===== config.mk =====
export PLATFORM = sky130hd
export DESIGN_NAME = oneshot_multi
export DESIGN_NICKNAME = d
export VERILOG_FILES = /design/src/rtl/oneshot_multi.sv
export SDC_FILE = /design/constraint.sdc
export NUM_CORES = 1
export LEC_CHECK = 0
export BUFFER_PORTS_ARGS = -buffer_cell sky130_fd_sc_hd__buf_2
export CAP_MARGIN = 10
export CORE_UTILIZATION = 46
export CTS_CLUSTER_DIAMETER = 200
export DETAILED_ROUTE_END_ITERATION = 10
export MAX_ROUTING_LAYER = met4
export PLACE_DENSITY = 0.67
export SYNTH_ARGS = -nofsm -noshare
export SYNTH_HDL_FRONTEND = slang
export SYNTH_SLANG_ARGS = --single-unit

===== constraint.sdc =====
create_clock -name clk -period 1.6 [get_ports clk]
set_input_delay 0.08 -clock clk [delete_from_list [all_inputs] [get_ports clk]]
set_output_delay 0.08 -clock clk [all_outputs]
set_load 0.1 [all_outputs]

===== src/rtl/oneshot_multi.sv =====
// oneshot_multi: multi-channel push-button front end.
// Each raw button input is synchronised, debounced on both press and release,
// and turned into a one-cycle registered pulse. Channel 0 counts the WIDTH-bit
// counter up and channel 1 counts it down (modulo 2^WIDTH). Higher channels
// only produce pulses.
//
// Optional feature macro: ONESHOT_AUTOREPEAT_EN
//   When defined, a held button re-pulses REPEAT_HOLD cycles after the first
//   pulse and then every REPEAT_RATE cycles until the release is accepted.
//   When undefined, no repeat logic exists and each press pulses exactly once.
//
// Per-channel FSM states:
//   state      | meaning
//   -----------+-------------------------------------------------------------
//   ST_IDLE    | button released and accepted, waiting for a high sample
//   ST_PRESS   | counting consecutive high samples, a low sample aborts
//   ST_HELD    | press accepted (pulse issued), waiting for a low sample
//   ST_RELEASE | counting consecutive low samples, a high sample re-holds

module oneshot_multi #(
    parameter int CH          = 2,
    parameter int DEB_CYCLES  = 4,
    parameter int WIDTH       = 4,
    parameter int REPEAT_HOLD = 50,
    parameter int REPEAT_RATE = 10
) (
    input  logic             clk,
    input  logic             reset,
    input  logic [CH-1:0]    ln,
    output logic [CH-1:0]    pulse,
    output logic [WIDTH-1:0] dataout
);

    localparam int             DW      = $clog2(DEB_CYCLES + 1);
    localparam logic [DW-1:0]  DEB_MAX = DW'(DEB_CYCLES);
    localparam logic [DW-1:0]  DEB_ONE = DW'(1);

`ifdef ONESHOT_AUTOREPEAT_EN
    localparam int             RPT_MAX   = (REPEAT_HOLD > REPEAT_RATE) ? REPEAT_HOLD : REPEAT_RATE;
    localparam int             RW        = $clog2(RPT_MAX + 1);
    // The repeat counter runs down to zero; the pulse fires on the terminal count.
    localparam logic [RW-1:0]  HOLD_LOAD = RW'(REPEAT_HOLD - 1);
    localparam logic [RW-1:0]  RATE_LOAD = RW'(REPEAT_RATE - 1);
`endif

    typedef enum logic [1:0] {
        ST_IDLE    = 2'd0,
        ST_PRESS   = 2'd1,
        ST_HELD    = 2'd2,
        ST_RELEASE = 2'd3
    } state_t;

    // Out-of-range parameters leave this empty marker block in the hierarchy.
    if (CH < 2 || DEB_CYCLES < 1 || REPEAT_HOLD < 1 || REPEAT_RATE < 1) begin : g_bad_params
    end

    logic [CH-1:0]    sync1_q, sync1_d;
    logic [CH-1:0]    sync2_q, sync2_d;
    logic [CH-1:0]    pulse_vec;
    logic [WIDTH-1:0] dataout_q, dataout_d;

    // Two-flop synchroniser input next-state.
    always_comb begin
        sync1_d = ln;
        sync2_d = sync1_q;
    end

    // Synchroniser registers; cleared so a held button must re-debounce after reset.
    always_ff @(posedge clk or negedge reset) begin
        if (!reset) begin
            sync1_q <= '0;
            sync2_q <= '0;
        end else begin
            sync1_q <= sync1_d;
            sync2_q <= sync2_d;
        end
    end

    for (genvar i = 0; i < CH; i++) begin : g_ch
        state_t          state_q, state_d;
        logic [DW-1:0]   cnt_q, cnt_d;
        logic            pulse_q, pulse_d;
`ifdef ONESHOT_AUTOREPEAT_EN
        logic [RW-1:0]   rpt_q, rpt_d;
`endif

        // Debounce FSM next-state, counter and pulse decode.
        always_comb begin
            state_d = state_q;
            cnt_d   = cnt_q;
            pulse_d = 1'b0;
`ifdef ONESHOT_AUTOREPEAT_EN
            rpt_d   = rpt_q;
`endif
            case (state_q)
                ST_IDLE: begin
                    if (sync2_q[i]) begin
                        state_d = ST_PRESS;
                        cnt_d   = DEB_ONE;
                    end
                end
                ST_PRESS: begin
                    if (!sync2_q[i]) begin
                        state_d = ST_IDLE;
                        cnt_d   = '0;
                    end else if (cnt_q == DEB_MAX) begin
                        state_d = ST_HELD;
                        cnt_d   = '0;
                        pulse_d = 1'b1;
`ifdef ONESHOT_AUTOREPEAT_EN
                        rpt_d   = HOLD_LOAD;
`endif
                    end else begin
                        cnt_d = cnt_q + DEB_ONE;
                    end
                end
                ST_HELD: begin
                    if (!sync2_q[i]) begin
                        state_d = ST_RELEASE;
                        cnt_d   = DEB_ONE;
`ifdef ONESHOT_AUTOREPEAT_EN
                        rpt_d   = '0;
`endif
                    end
`ifdef ONESHOT_AUTOREPEAT_EN
                    else if (rpt_q == '0) begin
                        pulse_d = 1'b1;
                        rpt_d   = RATE_LOAD;
                    end else begin
                        rpt_d = rpt_q - 1'b1;
                    end
`endif
                end
                ST_RELEASE: begin
                    if (sync2_q[i]) begin
                        // Release bounce: back to held, no new pulse.
                        state_d = ST_HELD;
                        cnt_d   = '0;
`ifdef ONESHOT_AUTOREPEAT_EN
                        rpt_d   = HOLD_LOAD;
`endif
                    end else if (cnt_q == DEB_MAX) begin
                        state_d = ST_IDLE;
                        cnt_d   = '0;
                    end else begin
                        cnt_d = cnt_q + DEB_ONE;
                    end
                end
                default: begin
                    state_d = ST_IDLE;
                    cnt_d   = '0;
                end
            endcase
        end

        // Per-channel FSM, debounce counter and registered pulse.
        always_ff @(posedge clk or negedge reset) begin
            if (!reset) begin
                state_q <= ST_IDLE;
                cnt_q   <= '0;
                pulse_q <= 1'b0;
`ifdef ONESHOT_AUTOREPEAT_EN
                rpt_q   <= '0;
`endif
            end else begin
                state_q <= state_d;
                cnt_q   <= cnt_d;
                pulse_q <= pulse_d;
`ifdef ONESHOT_AUTOREPEAT_EN
                rpt_q   <= rpt_d;
`endif
            end
        end

        assign pulse_vec[i] = pulse_q;
    end

    // Up/down counter next value; simultaneous up and down cancel out.
    always_comb begin
        dataout_d = dataout_q;
        case ({pulse_vec[1], pulse_vec[0]})
            2'b01:   dataout_d = dataout_q + 1'b1;
            2'b10:   dataout_d = dataout_q - 1'b1;
            default: dataout_d = dataout_q;
        endcase
    end

    // Counter register, wraps naturally at the WIDTH boundary.
    always_ff @(posedge clk or negedge reset) begin
        if (!reset) begin
            dataout_q <= '0;
        end else begin
            dataout_q <= dataout_d;
        end
    end

    assign pulse   = pulse_vec;
    assign dataout = dataout_q;

endmodule

# [Word-level counts from Yosys, hierarchy flattened]
# Index checks and enable logic that the tools add are counted.
[totals] reg_bits=20 in_bits=4 elab_cells=71
[op_classes] addsub=4 reduce_logical=7 mux=33 n_eq_ne=18
[ops] operator="$mux 3" n=10
[ops] operator="$mux 2" n=12
[ops] operator="$pmux 3 s4" n=2
[ops] operator="$pmux 2 s4" n=2
[ops] operator="$ne 3x3->1 const B" n=4
[ops] operator="$eq 2x2->1 const B" n=5
[ops] operator="$ne 2x2->1 const B" n=4
[ops] operator="$pmux 4 s2" n=1
[ops] operator="$reduce_and 4->1" n=2
[ops] operator="$add 3x1->3 const B" n=2
[ops] operator="$eq 2x1->1 const B" n=3
[ops] operator="$eq 3x3->1 const B" n=2
[ops] operator="$mux 1" n=6
[ops] operator="$add 4x1->4 const B" n=1
[ops] operator="$logic_not 2->1" n=2
[ops] operator="$reduce_and 2->1" n=2
[ops] operator="$sub 4x1->4 const B" n=1
[ops] operator="$reduce_bool 2->1" n=1

# [Longest topological paths before layout]
# Gate-level depths: netlist (run 1).
[depth] ltp_word=4 depth_mapped=8 ltp_nobuf=8

# [Worst setup path before layout (run 1)]
# OpenSTA, ideal clock, no wires.
[synth_path] kind="reg-to-reg" startpoint="register dataout_q[1], in the netlist dataout[1]" endpoint="register dataout_q[2], in the netlist dataout[2]" required_ns=1.437 setup_slack_ns=-0.360 arrival_ns=1.797 setup_time_ns=0.163 stages_incl_launch_ff=7 n_path_buf=0 path_cell_list="dfrtp_1 xor2_1 ha_1 a21oi_1 xor2_1 nor2_1 xor2_1"
[synth_via] elab_chain_len=2 word_cells_on_any_way=3 classes_between="add/sub: 2; mux: 1"
[synth_lines] element="from (decl)" line="60" text="logic [WIDTH-1:0] dataout_q, dataout_d;"
[synth_lines] element="from (signal assigned)" line="193" text="dataout_q <= dataout_d;"
[synth_lines] element="$sub 4x1->4 or $add 4x1->4 (tied branches)" line="183, 182"
[synth_lines] element="$pmux 4 s2 (*)" line="181" text="case ({pulse_vec[1], pulse_vec[0]})"
# Every way passes the cells marked *; elsewhere a longest branch is shown, timed or not.
# A chain may end at the register's enable or synchronous reset.

# [Final worst setup path (run 1)]
[layout_path] startpoint="register g_ch[1].pulse_q" endpoint="register dataout_q[2], in the netlist dataout[2]"
[layout_via] elab_chain_len=2 word_cells_on_any_way=4 classes_between="eq/ne: 2; mux: 1; reduce/logical: 1"
[layout_lines] element="from (decl)" line="82" text="logic pulse_q, pulse_d;"
[layout_lines] element="from (signal assigned)" line="168" text="pulse_q <= pulse_d;"
[layout_lines] element="$eq 2x2->1 or $eq 2x1->1 (tied branches)" line="181"
[layout_lines] element="$pmux 4 s2 or $reduce_bool 2->1 (tied branches)"
# Several ways; a longest one is shown, not always the timed one.

==> results_dict.tcl, run 1 <==
set metrics [dict create \
    status "completed" \
    nets 110 \
    skew_ns 0.000786 \
    async_reset_ff_frac 1.00 \
    placed_area_um2 1030 \
    cts_tree "built" \
    dr_total_vias 622 \
    dp_hpwl_um 1000 \
    synth_edf_count 0 \
    ys_types 26 \
    antenna_found_initial 0 \
    cp-start-kind "register" \
    drv_cap 0 \
    reg2reg_from "g_ch[1].pulse_q" \
    seq_area_frac_synth 0.526 \
    port_buffers 9 \
    synth_compound_area_frac 0.0816 \
    path_clk_slew_ns 0.10 \
    ys_ff_latch 20 \
    mappedNetlistArea_um2 951 \
    route.detailed.drc 0 \
    cts_root_buffer "clkbuf_4" \
    ant_nets 0 \
    clock-sinks 20 \
    synthAdderAreaFrac 0.0921 \
    power.switching_uw 665 \
    fp.coreArea_um2 1960 \
    die_area_um2 2250 \
    cts_buffers 3 \
    start_util 0.485 \
    drive_gt1_frac 0.265 \
    ir_worst_vdd_uv 977 \
    dr.first_iter.drc_count 8 \
    switching_share 0.400 \
    synth-simple-area-share 0.141 \
    layout.cells.non_filler 125 \
    synthCells 82 \
    clk_path_buf_depth 2 \
    arrival_ns 1.73 \
    combPwrFrac 0.367 \
    worst-setup-path-type "register to register" \
    num_io_pins 10 \
    overflow 0 \
    reg2reg_depth 7 \
    grt_pass1_vias 531 \
    crit_required_ns 1.78 \
    worst_skew_pair.late_latency_ns 0.29 \
    die_w_um 47.5 \
    final_common_cell "dfrtp_1" \
    routabilityCongestion 0.746 \
    synth_top_family_by_area "simple AND/OR/NAND/NOR gates" \
    synth_warnings 0 \
    tns_ns 0 \
    hold_path_class "primary input to async pin" \
    cellInternalPower_uw 997 \
    grt_usage 0.145 \
    rrSetupSlack_ns 0.06 \
    power_density_nw_per_um2 1500 \
    synth_xor_area_frac 0.0737 \
    drt-pass1-iter-count 3 \
    hold_viol_final 0 \
    worst_setup_path_end_kind "register" \
    wire_per_inst_um 11.1 \
    drv_slew 0 \
    whs_ns 0.243 \
    place_ws_ns 0.0353 \
    path_max_fanout 3 \
    max_freq_mhz 649 \
    syn_avg_cell_area_um2 11.6 \
    layout_common_cells "17 x dfrtp_1, 9 x buf_2, 7 x nand2_1" \
    diodes 0 \
    p_leak_nw 0.535 \
    tightest_slew_ns 0.493 \
    slew_headroom 0.674 \
    clock_power_share 0.170 \
    synthMuxAreaShare 0.0461 \
    crit-reg2reg-capture "dataout[2]" \
    final-setup-viol-count 0 \
    grt_pass1_wl_um 2150 \
    fillers 182 \
    grt_max_degree 21 \
    layout_min_cycle_time_ns 1.54 \
    pwr-share-seq 0.463 \
    min_period_over_period 0.963 \
    synth_nets 93 \
    wl_um 1380 \
    post_cts_buffers 0 \
    ys.flop_type "dfrtp_1" \
    h-tree-depth 1 \
    viasPerCell 4.98 \
    fin_ws_ns 0.0593 \
    rows 16 \
    die_y_um 47.5 \
    area_growth_pct 16.3 \
    placedCellCount 118 \
    final_cell_area_um2 1110 \
]
-- flip-flops by register name, indices dropped and copies added, names as in the netlist, named ones only --
name          count
g_ch.state_q      2
g_ch.cnt_q        6
g_ch.pulse_q      2
sync1_q           2
dataout           4
sync2_q           2
-- cells in the mapped netlist (2+ instances only) --
| cell | number | area share |
|---|---|---|
| nand2_1 | 7 | 0.028 |
| a21oi_1 | 4 | 0.021 |
| xor2_1 | 6 | 0.055 |
| mux2_2 | 3 | 0.036 |
| nor2_1 | 3 | 0.012 |
| buf_4 | 2 | 0.016 |
| xnor2_1 | 2 | 0.018 |
| nand3_1 | 3 | 0.016 |
| ha_1 | 7 | 0.092 |
| dfrtp_1 | 20 | 0.53 |
| nor3b_1 | 2 | 0.016 |
| inv_1 | 6 | 0.024 |
| and2_1 | 2 | 0.013 |
| o22ai_1 | 2 | 0.013 |
| o31ai_1 | 2 | 0.016 |
-- how the worst max path moves through the flow --
stage,depth (start not counted),start,slack [ns],endpoint
after CTS,7,g_ch[1].pulse_q,0.02,dataout[2]
final,7,g_ch[1].pulse_q,0.06,dataout[2]
after global placement,8,g_ch[0].pulse_q,0.09,dataout[2]
after detailed placement,7,g_ch[1].pulse_q,0.04,dataout[2]
after global routing,8,g_ch[0].pulse_q,-0.01,dataout[2]
after floorplan,6,dataout[1],-0.04,dataout[2]
-- cells by family (layout without fill, tap and decap cells) --
group | Yosys count | after routing
xor gates and xnor gates | 8 | 8
AOI/OAI and AO/OA | 11 | 11
buffers and inverters | 8 | 24
DFF | 20 | 20
muxes | 4 | 4
adders and majority gates | 7 | 7
and+or+nand+nor | 24 | 24
-- power groups by stage --
stage | Combinational (mW) | Sequential [mW] | Clock (mW)
floorplan | 0.343 | 0.914 | 0
global placement | 0.591 | 0.773 | 0
detailed placement | 0.608 | 0.779 | 0
CTS | 0.617 | 0.768 | 0.301
global route | 0.690 | 0.799 | 0.317
finish | 0.611 | 0.769 | 0.282
-- stage by stage --
stage          power, mW  utilization
6_report            1.66        0.564
5_1_grt             1.81        0.564
3_3_place_gp        1.36        0.527
2_1_floorplan       1.26            -
4_1_cts             1.69        0.561
3_5_place_dp        1.39        0.527
-- what timing repair did --
item,4_1_cts,5_1_grt
hold buffers,3,0
endpoints found under the hold margin,22,0
resized for setup,0,2
endpoints found under the setup margin,0,1
-- critical path, stage by stage, from the launching register on --
cell	delay [ns]
dfrtp_1	0.42
ha_2	0.19
xor2_1	0.16
ha_1	0.19
a21oi_2	0.13
xor2_1	0.15
nor2_1	0.06
xor2_1	0.13
-- area by class of cell --
class                      count  area [um2]  share of cell area
clock buffer                   4        36.3              0.0328
inverter                       6        22.5              0.0204
multi-input combinational     54         419               0.379
sequential                    20         504               0.456
tap                           27        33.8              0.0305
timing repair buffer          14        90.1              0.0814
-- routing by layer --
layer | routed length [um] | global-route usage | up-vias
met1 | 598 | 0.163 | 297
li1 | - | - | 311
met5 | 0 | - | -
met4 | 13 | 0.0514 | 0
met3 | 55 | 0.0491 | 2
met2 | 715 | 0.238 | 12
Note: power is estimated with default switching activity, not from simulation.
==> inputs of run 2 (changes only) <==
==> constraint.sdc (replaced) <==
create_clock -name clk -period 1.4 [get_ports clk]
set_input_delay 0.07 -clock clk [delete_from_list [all_inputs] [get_ports clk]]
set_output_delay 0.07 -clock clk [all_outputs]
set_load 0.1 [all_outputs]
==> run 2 against run 1 <==
  * The run now ends with setup timing left
  * Count of clock-buffer cells in the layout is 1 lower
  * Flip-flop and latch count unchanged
  * Wire length rose by 15%
  * Critical path depth stayed put
==> results_dict.tcl, run 2 (synthesized netlist as in run 1, its figures left out) <==
set metrics [dict create \
    status "finished with violations" \
    violations "setup timing" \
    power_density_nw_per_um2 1800 \
    wl_um 1590 \
    grt_pass1_vias 592 \
    dr.max_layer_used "met4" \
    cts_tree "built" \
    path_clk_slew_ns 0.12 \
    tns_ns -0.181 \
    slew_headroom 0.675 \
    crit_start "g_ch[1].pulse_q" \
    ant_nets 0 \
    path_max_fanout 3 \
    ir_worst_vdd_uv 1090 \
    multi_input_area_um2 455 \
    cp-start-kind "register" \
    regMostFlops "g_ch.cnt_q" \
    grt_max_degree 21 \
    clock-sinks 20 \
    viasPerCell 5.02 \
    wl_met2_um 780 \
    clk_path_buf_depth 2 \
    grt_pass1_wl_um 2500 \
    h-tree-depth 1 \
    route.met3.wl_um 42 \
    die_y_um 47.5 \
    fillers 173 \
    max_freq_mhz 649 \
    area_growth_pct 25.3 \
    cpPeakStageDelay_ns 0.44 \
    nets 113 \
    overflow 0 \
    layout_min_cycle_time_ns 1.54 \
    tightest_slew_ns 0.491 \
    die_area_um2 2250 \
    rsz0062_at_grt "yes" \
    path_cells "ha_4 > xor2_2 > ha_4 > a21oi_2 > xor2_1 > nor2_1 > xor2_1" \
    final_common_cell "dfrtp_1" \
    seq_area_um2 512 \
    cpMaxStageDelayCell "dfrtp_1" \
    wire_per_inst_um 12.4 \
    start_util 0.485 \
    reg2reg_from "g_ch[1].pulse_q" \
    hold_path_class "primary input to async pin" \
    worst_skew_pair.late_latency_ns 0.31 \
    skew_ns 0.00502 \
    wl_met1_um 731 \
    port_buffers 9 \
    worst_setup_path_end_kind "register" \
    final-setup-viol-count 2 \
    cts_buffers 3 \
    crit_required_ns 1.61 \
    cts_root_buffer "clkbuf_4" \
    worst-setup-path-type "register to register" \
    antenna_found_initial 0 \
    layout_common_cells "17 x dfrtp_1, 8 x buf_2, 7 x nand2_1" \
    num_io_pins 10 \
    routabilityCongestion 0.746 \
    route.detailed.drc 0 \
    die_w_um 47.5 \
    fin_ws_ns -0.140 \
    rows 16 \
    min_period_over_period 1.10 \
    hold_viol_final 0 \
    diodes 0 \
    largest_register_ffs 6 \
    drv_cap 0 \
    critical_path.top_delay_family "XOR/XNOR gates" \
    p_leak_nw 0.559 \
    dr_total_vias 643 \
    grt_usage 0.172 \
    drive_gt1_frac 0.327 \
    place_ws_ns -0.100 \
    dp_hpwl_um 971 \
    drt-pass1-iter-count 4 \
    worst-path-buf-inv 0 \
    drv_slew 0 \
    arrival_ns 1.75 \
    dr.first_iter.drc_count 8 \
    fp.coreArea_um2 1960 \
]
-- run 2: worst paths after layout --
check | endpoint | slack, ns | cells past startpoint
setup / recovery | dataout[2] | -0.14 | 7
hold / removal | dataout[2] | 0.25 | 2
setup reg to reg | dataout[2] | -0.14 | 7
hold reg to reg | sync2_q[0] | 0.36 | 0
max in group asynchronous | dataout[0] | 0.81 | 2
min in group clk | sync2_q[0] | 0.36 | 0
-- run 2: repair_timing --
item,in CTS,in global routing
hold endpoints to repair,22,0
endpoints found under the setup margin,3,4
hold buffers,3,0
pin swaps,0,2
setup buffers,0,1
gates resized for setup,4,4
-- run 2: area by class of cell --
type	count	share of cell area
Sequential cell	20	0.430
Multi-Input combinational cell	54	0.382
Timing Repair Buffer	17	0.0966
Tap cell	27	0.0284
Clock inverter	1	0.0252
Clock buffer	3	0.0189
Inverter	6	0.0189
-- run 2: layer usage --
metal / GRT usage / vias up
met4: 0.0857 / 0
met1: 0.202 / 309
met3: 0.0377 / 4
li1: - / 319
met5: - / -
met2: 0.277 / 11
-- run 2: metrics by stage --
step | instances | total power [mW] | hold WS (ns) | area (um2) | util
6_report | 128 | 2.15 | 0.248 | 1190 | 0.607
4_1_cts | 127 | 2.11 | 0.242 | 1160 | 0.592
5_1_grt | 128 | 2.30 | 0.273 | 1190 | 0.607
3_5_place_dp | 120 | 1.62 | 0.0365 | 1060 | 0.541
2_1_floorplan | 82 | 1.46 | -0.226 | 968 | -
3_3_place_gp | 120 | 1.59 | 0.0420 | 1060 | 0.541
-- run 2: power breakdown --
group	switching, mW	total (mW)	internal, mW
registers	0.154	0.892	0.738
logic	0.478	0.776	0.299
clock network	0.190	0.480	0.289
==> inputs of run 3 (changes only) <==
--- a/config.mk
+++ b/config.mk
@@ -5,7 +5,7 @@
 export SDC_FILE = /design/constraint.sdc
 export NUM_CORES = 1
 export LEC_CHECK = 0
-export BUFFER_PORTS_ARGS = -buffer_cell sky130_fd_sc_hd__buf_2
+export BUFFER_PORTS_ARGS = -buffer_cell sky130_fd_sc_hd__buf_4
 export CAP_MARGIN = 10
 export CORE_UTILIZATION = 46
 export CTS_CLUSTER_DIAMETER = 200
==> constraint.sdc (replaced) <==
create_clock -name clk -period 1.4 [get_ports clk]
set_input_delay 0.28 -clock clk [delete_from_list [all_inputs] [get_ports clk]]
set_output_delay 0.28 -clock clk [all_outputs]
set_load 0.1 [all_outputs]
==> run 3 against run 2 <==
  * The flow still finishes with violations (setup timing)
  * First-iteration DRC count decreased by 88%
  * Maximum frequency increased by 2.9%
  * Sequential power about the same
  * Global-route usage decreased by 2.2 points
  * Largest cell class unchanged
  * Largest power group unchanged
  * Highest routed layer unchanged
==> results_dict.tcl, run 3 (synthesized netlist as in run 1, its figures left out) <==
set metrics [dict create \
    dr.first_iter.drc_count 1 \
    path_max_fanout 3 \
    cts_tree "built" \
    die_w_um 47.5 \
    reg2reg_depth 7 \
    overflow 0 \
    layout_common_cells "17 x dfrtp_1, 11 x buf_4, 7 x nand2_1" \
    rrSetupSlack_ns -0.1 \
    p_total_mw 1.96 \
    reg2reg_from "g_ch[1].pulse_q" \
    worst_setup_path_end_kind "register" \
    status "finished with violations" \
    hold_viol_final 0 \
    area_growth_pct 29.3 \
    rows 16 \
    worst-path-buf-inv 0 \
    critical_path.top_delay_family "flip-flops" \
    drt-pass1-iter-count 2 \
    arrival_ns 1.69 \
    path_clk_slew_ns 0.11 \
    hold_depth 1 \
    max_freq_mhz 668 \
    route.detailed.drc 0 \
    final_common_cell "dfrtp_1" \
    die_y_um 47.5 \
    whs_endpoint "sync1_q[1]" \
    dr.max_layer_used "met4" \
    fillers 153 \
    viasPerCell 4.89 \
    wl_met1_um 645 \
    regMostFlops "g_ch.cnt_q" \
    whs_ns 0.0947 \
    skew_ns 0.00983 \
    layout_min_cycle_time_ns 1.50 \
    grt_pass1_wl_um 2190 \
    wl_met2_um 696 \
    h-tree-depth 1 \
    ant_nets 0 \
    drv_slew 0 \
    fp.coreArea_um2 1960 \
    antenna_found_initial 0 \
    violations "setup timing" \
    hold_path_class "primary input to register" \
    cts_root_buffer "clkbuf_4" \
    worst_skew_pair.late_latency_ns 0.29 \
    final-setup-viol-count 4 \
    rsz0062_at_grt "yes" \
    routabilityCongestion 0.780 \
    crit-reg2reg-capture "dataout[2]" \
    ir_worst_vdd_uv 929 \
    cpPeakStageDelay_ns 0.44 \
    seq_area_um2 512 \
    p_leak_nw 0.565 \
    fin_ws_ns -0.0970 \
    wl_um 1420 \
    dr_total_vias 631 \
    wire_per_inst_um 11.0 \
    power_density_nw_per_um2 1590 \
    clock-sinks 20 \
    placed_area_um2 1090 \
    diodes 0 \
    slew_headroom 0.729 \
    dp_hpwl_um 1040 \
    num_io_pins 10 \
    final_cell_area_um2 1230 \
    route.met3.wl_um 39 \
    cp-start-kind "register" \
    nets 114 \
    min_period_over_period 1.07 \
    drive_gt1_frac 0.333 \
    largest_register_ffs 6 \
    cts_buffers 3 \
    crit_required_ns 1.59 \
    start_util 0.485 \
    cpMaxStageDelayCell "dfrtp_1" \
    clk_path_buf_depth 2 \
    path_cells "ha_4 > xor2_2 > ha_4 > a21oi_2 > xor2_1 > nor2_1 > xor2_1" \
    worst-setup-path-type "register to register" \
    tightest_slew_ns 0.405 \
    worstHoldStart "ln[1]" \
    die_area_um2 2250 \
    grt_usage 0.150 \
    grt_max_degree 21 \
    grt_pass1_vias 528 \
    multi_input_area_um2 449 \
    drv_cap 0 \
    port_buffers 9 \
]
==> run 3: stage by stage <==
step / util / instances / worst slack [ns] / setup TNS, ns
6_report: 0.627 / 129 / -0.0970 / -0.233
5_1_grt: 0.627 / 129 / -0.152 / -0.436
4_1_cts: 0.602 / 127 / -0.151 / -0.258
3_5_place_dp: 0.557 / 121 / -0.135 / -0.245
3_3_place_gp: 0.557 / 121 / -0.0676 / -0.0843
2_1_floorplan: - / 82 / -0.173 / -0.238
==> run 3: cell type report <==
cell class / instances / area share
repair buffers: 18 / 0.152
multi-input cells: 54 / 0.365
well taps: 27 / 0.0275
clock buffers: 4 / 0.0214
inverters: 6 / 0.0183
flip-flops and latches: 20 / 0.416
==> run 3: worst max path at each step <==
stage               slack (ns)       startpoint  depth (start not counted)    endpoint
floorplan                -0.17       dataout[1]                          6  dataout[2]
global placement         -0.07  g_ch[0].pulse_q                          8  dataout[2]
finish                    -0.1  g_ch[1].pulse_q                          7  dataout[2]
CTS                      -0.15  g_ch[1].pulse_q                          7  dataout[2]
detailed placement       -0.14  g_ch[0].pulse_q                          8  dataout[2]
global route             -0.15  g_ch[1].pulse_q                          7  dataout[2]
==> run 3: worst reg2reg max path: cells and delay by family, from the launching register on <==
kind	cells	cell delay, ns
AOI/OAI and AO/OA	1	0.11
adders and majority gates	2	0.35
and+or+nand+nor	1	0.06
xor gates and xnor gates	3	0.44
DFF	1	0.44
==> run 3: layer usage <==
layer  global-route usage  vias up
met5                    -        -
met4               0.0857        0
met3               0.0226        4
met2                0.241        9
met1                0.178      301
li1                     -      317
==> run 3: power by group <==
part           switching (mW)  leakage (nW)  internal [mW]
Sequential              0.156         0.251          0.739
Combinational           0.464         0.299          0.332
Clock                   0.161        0.0150          0.111
Total                   0.780         0.565           1.18
==> run 3: timing repair <==
| action | 4_1_cts | 5_1_grt |
|---|---|---|
| buffers inserted | 1 | 2 |
| pin swaps | 5 | 6 |
| hold buffers | 1 | 0 |
| endpoints found under the hold margin | 20 | 0 |
| endpoints found under the setup margin | 4 | 5 |
| gates resized for setup | 11 | 6 |
